==> src/rtl/imem_ftch_buf.sv <==
// ----------------------------------------------------------------------------
// imem_ftch_buf
//
// Elastic buffer on the instruction-memory -> fetch response channel.
// The imem side has no back-pressure of its own: it offers a packet with
// imem_ftch_vld. The buffer tells it whether there is room (imem_ftch_rdy).
// Any packet offered while the buffer is full is counted as an overflow and
// latched in a sticky error flag. The fetch side consumes the head packet
// with a normal valid/ready handshake. A single-cycle flush drops everything
// that is buffered, for branch redirects.
//
// Optional build macro:
//   IMEM_FTCH_BUF_BYPASS_EN - when defined, a packet arriving at an empty
//   buffer is presented to fetch in the same cycle. If fetch takes it, the
//   packet is never written. When undefined, there is no combinational path
//   from imem_ftch_* to ftch_*.
//
// Parameters:
//   PKT_W  packet width in bits
//   DEPTH  number of FIFO entries (power of two, >= 2)
//   CNT_W  occupancy count width (derived from DEPTH)
//
// Ports:
//   clk            clock, all state updates on posedge
//   reset          synchronous active-high reset
//   flush          drop all buffered packets this cycle
//   imem_ftch_vld  imem response valid
//   imem_ftch_pkt  imem response packet
//   imem_ftch_rdy  buffer not full (from registered state only)
//   ftch_vld       head packet available to fetch
//   ftch_pkt       head packet
//   ftch_rdy       fetch accepts head packet
//   count          current occupancy
//   ovfl_err       sticky overflow flag, cleared only by reset
// ----------------------------------------------------------------------------
module imem_ftch_buf #(
  parameter int unsigned PKT_W = 64,
  parameter int unsigned DEPTH = 4,
  localparam int unsigned CNT_W = $clog2(DEPTH + 1)
) (
  input  logic             clk,
  input  logic             reset,
  input  logic             flush,
  input  logic             imem_ftch_vld,
  input  logic [PKT_W-1:0] imem_ftch_pkt,
  output logic             imem_ftch_rdy,
  output logic             ftch_vld,
  output logic [PKT_W-1:0] ftch_pkt,
  input  logic             ftch_rdy,
  output logic [CNT_W-1:0] count,
  output logic             ovfl_err
);

  localparam int unsigned PTR_W = $clog2(DEPTH);
  localparam logic [CNT_W-1:0] FullCnt = CNT_W'(DEPTH);

  // Storage and state
  logic [PKT_W-1:0] mem_q [DEPTH];
  logic [PTR_W-1:0] wr_ptr_q, wr_ptr_d;
  logic [PTR_W-1:0] rd_ptr_q, rd_ptr_d;
  logic [CNT_W-1:0] count_q, count_d;
  logic             ovfl_q, ovfl_d;

  // Control
  logic full;
  logic empty;
  logic buf_vld;
  logic byp_vld;
  logic byp_take;
  logic push;
  logic wr_en;
  logic pop_buf;
  logic ovfl_set;

  // Full/empty come from the occupancy count, so pointer equality never
  // has to be disambiguated.
  assign full  = (count_q == FullCnt);
  assign empty = (count_q == '0);

  // Ready only looks at registered state. A pop in the same cycle does not
  // reopen the input, so a full buffer rejects the packet even while it drains.
  assign imem_ftch_rdy = ~full;

  assign buf_vld = ~empty & ~flush;

`ifdef IMEM_FTCH_BUF_BYPASS_EN
  // An empty buffer forwards the incoming packet straight to fetch.
  assign byp_vld  = empty & imem_ftch_vld & ~flush;
  assign ftch_pkt = byp_vld ? imem_ftch_pkt : mem_q[rd_ptr_q];
`else
  assign byp_vld  = 1'b0;
  assign ftch_pkt = mem_q[rd_ptr_q];
`endif

  assign ftch_vld = buf_vld | byp_vld;
  assign byp_take = byp_vld & ftch_rdy;

  assign push     = imem_ftch_vld & imem_ftch_rdy & ~flush;
  // A bypassed packet that fetch takes immediately is never stored.
  assign wr_en    = push & ~byp_take;
  assign pop_buf  = buf_vld & ftch_rdy;
  // A packet that arrives during a flush is dropped silently and is not
  // counted as an overflow.
  assign ovfl_set = imem_ftch_vld & ~imem_ftch_rdy & ~flush;

  assign count    = count_q;
  assign ovfl_err = ovfl_q;

  // Next state
  always_comb begin
    wr_ptr_d = wr_ptr_q;
    rd_ptr_d = rd_ptr_q;
    count_d  = count_q;
    ovfl_d   = ovfl_q | ovfl_set;

    if (flush) begin
      wr_ptr_d = '0;
      rd_ptr_d = '0;
      count_d  = '0;
    end else begin
      // Power-of-two depth lets the pointers wrap naturally.
      if (wr_en) begin
        wr_ptr_d = wr_ptr_q + PTR_W'(1);
      end
      if (pop_buf) begin
        rd_ptr_d = rd_ptr_q + PTR_W'(1);
      end
      case ({wr_en, pop_buf})
        2'b10:   count_d = count_q + CNT_W'(1);
        2'b01:   count_d = count_q - CNT_W'(1);
        default: count_d = count_q;
      endcase
    end
  end

  // State registers. The data array is also cleared on reset, so ftch_pkt
  // reads as 0 right after reset and never shows stale X data.
  always_ff @(posedge clk) begin
    if (reset) begin
      wr_ptr_q <= '0;
      rd_ptr_q <= '0;
      count_q  <= '0;
      ovfl_q   <= 1'b0;
      for (int i = 0; i < int'(DEPTH); i++) begin
        mem_q[i] <= '0;
      end
    end else begin
      wr_ptr_q <= wr_ptr_d;
      rd_ptr_q <= rd_ptr_d;
      count_q  <= count_d;
      ovfl_q   <= ovfl_d;
      if (wr_en) begin
        mem_q[wr_ptr_q] <= imem_ftch_pkt;
      end
    end
  end

endmodule

==> config.mk <==
export PLATFORM = sky130hd
export DESIGN_NAME = imem_ftch_buf
export DESIGN_NICKNAME = d
export VERILOG_FILES = /design/src/rtl/imem_ftch_buf.sv
export SDC_FILE = /design/constraint.sdc
export NUM_CORES = 1
export LEC_CHECK = 0
export CAP_MARGIN = 20
export CORE_ASPECT_RATIO = 2
export CORE_MARGIN = 5
export CORE_UTILIZATION = 45
export CTS_CLUSTER_DIAMETER = 80
export DETAILED_ROUTE_END_ITERATION = 12
export PLACE_DENSITY = 0.67
export SLEW_MARGIN = 20
export SYNTH_ARGS = -nofsm -noshare
export SYNTH_HDL_FRONTEND = slang
export SYNTH_SLANG_ARGS = --single-unit
==> constraint.sdc <==
create_clock -name clk -period 3.4 [get_ports clk]
set_input_delay 0.34 -clock clk [delete_from_list [all_inputs] [get_ports clk]]
set_output_delay 0.34 -clock clk [all_outputs]
set_load 0.1 [all_outputs]
==> metrics.md, run 1 <==
| Metric | Value |
|---|---|
| HP Class | reg -> reg |
| Total CTS buffers | 24 |
| CP max stage delay | 1.00 ns |
| Critical Path Sink Type | output pin |
| RSZ-0062 raised after global routing | no |
| Initial DRC count | 516 |
| Hold slack | 0.4815 ns |
| CTS sink count | 266 |
| Gr usage total | 18.62% |
| WL/cell | 22.88 microns |
| Final period util | 82.97% |
| CTS root buf | clkbuf_16 |
| Post-Route Setup TNS | 0 ns |
| Drt pass-1 iters | 4 |
| Placer Congestion | ~0.8 |
| Post-layout instance area | roughly 14000 sq um |
| Die Width | about 120 microns |
| Mapped Cells | 698 |
| Critical-path cell list | nor3b_2 > inv_1 > clkdlybuf4s50_1 |
| Worst-margin pin slew | 0.9959 ns |
| Clock-pin slew on the worst setup and hold paths | 0.07 ns |
| Final Slew Violations | 0 |
| Post-route ant nets | 0 |
| Pin count of the biggest net entering global routing | between 150 and 200 |
| Fin crit period | 2.821 ns |
| Max VDD drop | about 0.00038 V |
| Crit path max fanout | 6 |
| Crit path max-delay cell type | clkdlybuf4s50_1 |
| Vias in the first global route | 7254 |
| Type of the worst setup path | reg -> out |
| Clk_skew | 0.007325 ns |
| Dpl cells | around 1100 |
| Max_cap viols | 0 |
| Outcome | completed |
| Post-route setup slack | 0.5790 ns |
| Nets | 882 |
| FP Rows | 83 |
| Final hold vios | 0 |
| Buffer count from post-CTS setup fixing | 0 |
| Cts repair resizes | 0 |
| Post-Syn Area | approximately 12000 sq um |
| Die Area | 29150 sq um |
| Post-Syn Nets | around 770 |
| R2R depth | 8 |
| Synth Area per Inst | 16.54 sq um |
| Max Fclk | 354.5 MHz |
| Slew headroom | 33.40% |
| LEAKAGE | 5.713 nW |
| Share of layout cells above drive strength 1 | 23.40% |
| Initial Utilization | 45.19% |
| Core area | 25550 sq um |
| DRC | 0 |
| CTS tree | done |
| Layout Cells excl Fill | 1171 |
| Total gr overflow | 0 |
| Register area share after synthesis | between 60% and 70% |
| Synth Register Bits | 266 |
| Pwr Density | ~530 nW/um^2 |
| Area grow syn2layout | 21.37% |
| Worst hold path cell count | 2 |
| Global-route wire length before repair | 40870 microns |
| Yosys cell types | 30 |
| Pre-CTS WS | 0.4853 ns |
| DR vias/cell | 5.581 |
| DR vias | between 6000 and 7000 |
| Hold-fix buffers, CTS | 0 |
| Yosys warnings | 0 |
| WP data arrival | 2.48 ns |
| H-tree Lvls | 1 |
| Worst Path Required | 3.06 ns |
| Die Height | 236.5 microns |
| Post-DP Area | 13150 sq um |
| Final setup vio count | 0 |
| Initial antenna violation count | 2 |
| Routed WL | 26790 microns |
| Clk Latency, worst-skew pair | 0.53 ns |
| Startpoint types | flip-flop |
| I/O Buffers | 138 |
| Buffer depth of the longest clock path | 3 |
| Post-detail-place hpwl | 15790 microns |
| Ports | ~140 |
-- logic make-up after synthesis --
| group | count (synthesis) | synth area share [%] |
|---|---|---|
| AOI/OAI and AO/OA | 11 | 0.6504 |
| xor gates and xnor gates | 3 | 0.2277 |
| adders and majority gates | 2 | 0.2818 |
| buffers and inverters | 70 | 2.677 |
| DFF | 266 | 68.33 |
| muxes | 66 | 12.66 |
| and+or+nand+nor | 280 | 15.17 |
-- worst max-delay path: cells and delay by family, from the launching register on --
family	cells	cell delay, ns
DFF	1	0.43
buffers and inverters	2	1.14
and+or+nand+nor	1	0.38
-- state kept, by name, indices dropped and copies added (netlist names), named ones only --
name / count
rd_ptr_q: 2
ovfl_err: 1
mem_q: 256
count: 3
wr_ptr_q: 2
-- per-layer routing --
layer / part of all wire (%) / global-route usage [%] / wire (microns)
met3: 5.0 / 2.749 / 1328
met1: 35 / 20.85 / 9423
met5: 0 / 0 / 0
met4: 4.2 / 9.076 / 1134
met2: 56 / 33.76 / 14910
-- power breakdown --
part           switching [mW]  total (mW)  internal [mW]
sequential             0.0369        3.76           3.72
combinational           0.553       0.777          0.224
clock                    1.22        2.95           1.73
-- per-stage QoR --
step	util, %	power [mW]
after floorplan	-	4.338
after global placement	51.47	4.593
after detailed placement	51.47	4.621
after CTS	54.82	7.561
after global routing	54.84	7.703
final	54.84	7.491
-- cell usage after synthesis, drive strengths merged --
master / count / area, sq um
and3: 193 / 1207
clkbuf: 31 / 116.4
mux4: 64 / 1441
o311ai: 1 / 8.760
a21boi: 1 / 7.510
mux2i: 2 / 20.02
buf: 34 / 173.9
nor3: 5 / 36.29
xor2: 3 / 26.28
o2bb2ai: 1 / 8.760
inv: 5 / 18.77
dfxtp: 10 / 200.2
nand2: 3 / 11.26
nor3b: 2 / 20.02
or3: 2 / 12.51
nand4b: 1 / 8.760
nand2b: 1 / 13.76
a21o: 4 / 30.03
edfxtp: 256 / 7687
o21ai: 2 / 10.01
a21oi: 2 / 10.01
nor2: 6 / 22.52
ha: 1 / 12.51
fa: 1 / 20.02
nor2b: 3 / 18.77
and2: 64 / 400.4
-- layout by cell type, fill, tap and decap left out, types with 2 or more instances in the layout --
master,Yosys,final
mux2i_1,2,2
buf_12,0,7
and2_1,64,64
nor2_1,6,5
clkinvlp_4,0,2
diode_2,0,2
a21oi_1,2,2
clkdlybuf4s50_1,0,73
or3_1,2,2
o21ai_0,2,2
nand2_1,3,3
clkinv_2,0,4
nor3_1,4,4
dfxtp_1,10,8
edfxtp_1,256,256
and3_1,193,193
nor2b_4,0,2
mux4_2,64,64
clkinv_4,0,2
buf_4,2,72
bufinv_16,0,5
clkbuf_1,31,2
a21o_4,0,4
xor2_1,3,3
clkbuf_16,0,25
inv_1,5,5
clkinv_1,0,3
dfxtp_4,0,2
-- cell type report --
type | count | area (sq um)
diodes | 2 | 5.005
clock buffers | 27 | 633.1
clock inverters | 17 | 222.7
fillers | 2126 | 11540
inverters | 5 | 18.77
multi-input cells | 362 | 3400
flip-flops and latches | 266 | 7895
well taps | 340 | 425.4
repair buffers | 152 | 1411
-- worst paths after layout --
path / start / endpoint / slack (ns)
min reg2reg: ovfl_err$_SDFF_PP0_ / ovfl_err$_SDFF_PP0_ / 0.48
min: ovfl_err$_SDFF_PP0_ / ovfl_err$_SDFF_PP0_ / 0.48
max: count[2]$_SDFFE_PP0P_ / imem_ftch_rdy / 0.58
max reg2reg: count[0]$_SDFFE_PP0P_ / count[2]$_SDFFE_PP0P_ / 0.92
Note: power is estimated with default switching activity, not from simulation.
==> run 2: changes to the inputs <==
clock period = 2.9 ns   (was 3.4 ns; I/O delays follow)
==> metrics.md, run 2 (same netlist as run 1, synthesis figures left out) <==
| Metric | Value |
|---|---|
| CP Buf/Inv Count | 2 (unchanged) |
| Placer Congestion | 0.7736 (was 0.7951) |
| Clock power frac | 36.6% (was 39.4%) |
| Fillers | 2109 (was 2126) |
| Clk Latency, worst-skew pair | 0.52 ns (was 0.53 ns) |
| Most used cell, CP | buf_4 |
| CP top delay family | flip-flops (was buffers and inverters) |
| WP data arrival | 2.34 ns (was 2.48 ns) |
| Pwr Density | 601.2 nW/um^2 (was 534.6 nW/um^2) |
| Pre-CTS WS | 0.2236 ns (was 0.4853 ns) |
| DR vias/cell | 5.592 (was 5.581) |
| Post-detail-place hpwl | 16310 microns (was 15790 microns) |
| Global-route wire length before repair | 41150 microns (was 40870 microns) |
| Layout Cells excl Fill | 1176 (was 1171) |
| Reg with most FFs | mem_q (unchanged) |
| FP Rows | 83 (unchanged) |
| I/O Buffers | 138 (unchanged) |
| Clock-pin slew on the worst setup and hold paths | 0.06 ns (was 0.07 ns) |
| CTS tree | done (unchanged) |
| Drt pass-1 iters | 4 (unchanged) |
| LEAKAGE | 5.746 nW (was 5.713 nW) |
| Post-route ant nets | 0 (unchanged) |
| Type of the worst setup path | reg -> out (unchanged) |
| Pin count of the biggest net entering global routing | 170 (was 199) |
| Max FFs per register | 256 (unchanged) |
| Slew headroom | 49.64% (was 33.40%) |
| DRC | 0 (unchanged) |
| Sequential power share | 52.3% (was 50.2%) |
| CTS root buf | clkbuf_16 (unchanged) |
| Area grow syn2layout | 21.48% (was 21.37%) |
| Final Slew Violations | 0 (unchanged) |
| Worst Path Required | 2.61 ns (was 3.06 ns) |
| Max VDD drop | 0.0004617 V (was 0.0003793 V) |
| CP max stage delay | 0.63 ns (was 1.00 ns) |
| Core area | 25550 sq um (unchanged) |
| Initial DRC count | 484 (was 516) |
| Nets | 890 (was 882) |
| Buffer count from post-CTS setup fixing | 0 (unchanged) |
| CTS sink count | 266 (unchanged) |
| Net Sw Power | 2.043 mW (was 1.812 mW) |
| Ports | 139 (unchanged) |
| Critical Path Sink Type | output pin (unchanged) |
| ANT cells | 0 (was 2) |
| Buffer depth of the longest clock path | 3 (unchanged) |
| Post-Route Setup TNS | 0 ns (unchanged) |
| Total CTS buffers | 24 (unchanged) |
| Max_cap viols | 0 (unchanged) |
| Die Width | 123.3 microns (unchanged) |
| Commonest non-fill, non-tap cell in the layout | edfxtp_1 (unchanged) |
| Startpoint types | flip-flop (unchanged) |
| Outcome | completed (unchanged) |
| WL/cell | 22.54 microns (was 22.88 microns) |
| Final period util | approximately nine tenths |
| Combinational power share | 11.1% (was 10.4%) |
| Util after Layout | 54.89% (was 54.84%) |
| Routed WL | 26510 microns (was 26790 microns) |
| Power Internal | 6.388 mW (was 5.678 mW) |
| Post-route setup slack | 0.2693 ns (was 0.5790 ns) |
| Final hold vios | 0 (unchanged) |
| DR vias | 6576 (was 6535) |
| H-tree Lvls | 1 (unchanged) |
| RSZ-0062 raised after global routing | no (unchanged) |
| Vias in the first global route | 7241 (was 7254) |
| Critical-path cell list | buf_4 > mux4_2 > buf_4 (was nor3b_2 > inv_1 > clkdlybuf4s50_1) |
| Cts repair resizes | 0 (unchanged) |
| Commonest cells after routing, fill and taps aside | 256 x edfxtp_1, 193 x and3_1, 80 x buf_4 (was 256 x edfxtp_1, 193 x and3_1, 73 x clkdlybuf4s50_1) |
| Initial antenna violation count | 1 (was 2) |
| Gr usage total | 18.59% (was 18.62%) |
| Max Fclk | 380.1 MHz |
| Hold-fix buffers, CTS | 0 (unchanged) |
| Crit path max-delay cell type | dfxtp_4 (was clkdlybuf4s50_1) |
| Die Height | 236.5 microns (unchanged) |
| Initial Utilization | 45.19% (unchanged) |
| Share of layout cells above drive strength 1 | 24.76% (was 23.40%) |
| Switching share of power | 24.23% (was 24.19%) |
| Dpl cells | 1133 (was 1125) |
| Final setup vio count | 0 (unchanged) |
| HP Class | in -> reg (was reg -> reg) |
| Fin crit period | around 2.6 ns |
| Clk_skew | 0.008549 ns (was 0.007325 ns) |
| Worst-margin pin slew | 0.7554 ns (was 0.9959 ns) |
| Die Area | 29150 sq um (unchanged) |
| Total gr overflow | 0 (unchanged) |
| Crit path max fanout | 18 (was 6) |
==> run 2: cell count changes in the layout (fill, tap and decap cells not counted), sizes merged, moves of 2 or more <==
cell,delta
buf,+13
clkdlybuf4s50,-5
clkinv,+4
bufinv,-3
diode,-2
==> run 2: through the flow <==
stage	hold WS, ns	total power, mW	instance area, sq um
detailed placement	0.4808	5.438	13260
global placement	0.4745	5.410	13260
global route	0.4996	8.698	14020
CTS	0.4685	8.502	14020
finish	0.4907	8.431	14020
floorplan	0.4621	5.084	11560
==> run 2: power groups by stage <==
stage | Clock (mW) | Combinational [mW] | Sequential [mW]
6_report | 3.09 | 0.933 | 4.41
5_1_grt | 3.30 | 0.975 | 4.42
4_1_cts | 3.14 | 0.945 | 4.41
3_5_place_dp | 0 | 0.943 | 4.50
3_3_place_gp | 0 | 0.930 | 4.48
2_1_floorplan | 0 | 0.599 | 4.49
==> run 2: layout make-up <==
type	count	area (sq um)	area share, %
clock buffer	27	633.1	4.515
inverter	5	18.77	0.1338
clock inverter	16	126.4	0.9011
sequential	266	7899	56.33
timing repair buffer	160	1521	10.85
tap	340	425.4	3.034
multi-input combinational	362	3400	24.24
==> run 2: path summary, 6_finish.rpt <==
| kind | slack [ns] | end | from | depth (start not counted) |
|---|---|---|---|---|
| setup / recovery | 0.27 | ftch_pkt[58] | flip-flop | 3 |
| setup reg to reg | 0.53 | count[2]$_SDFFE_PP0P_ | count[2]$_SDFFE_PP0P_ | 9 |
| hold / removal | 0.49 | mem_q[3][60]$_DFFE_PP_ | imem_ftch_pkt[60] | 2 |
| hold reg to reg | 0.51 | flip-flop | rd_ptr_q[0]$_SDFFE_PP0P_ | 2 |
==> run 2: per-layer routing <==
metal / global-route usage, % / up-vias / routed length [microns]
li1: - / 2965 / -
met1: 20.73 / 3392 / 9313
met2: 35.07 / 180 / 15100
met3: 2.390 / 39 / 1326
met4: 6.958 / 0 / 763
met5: 0 / - / 0
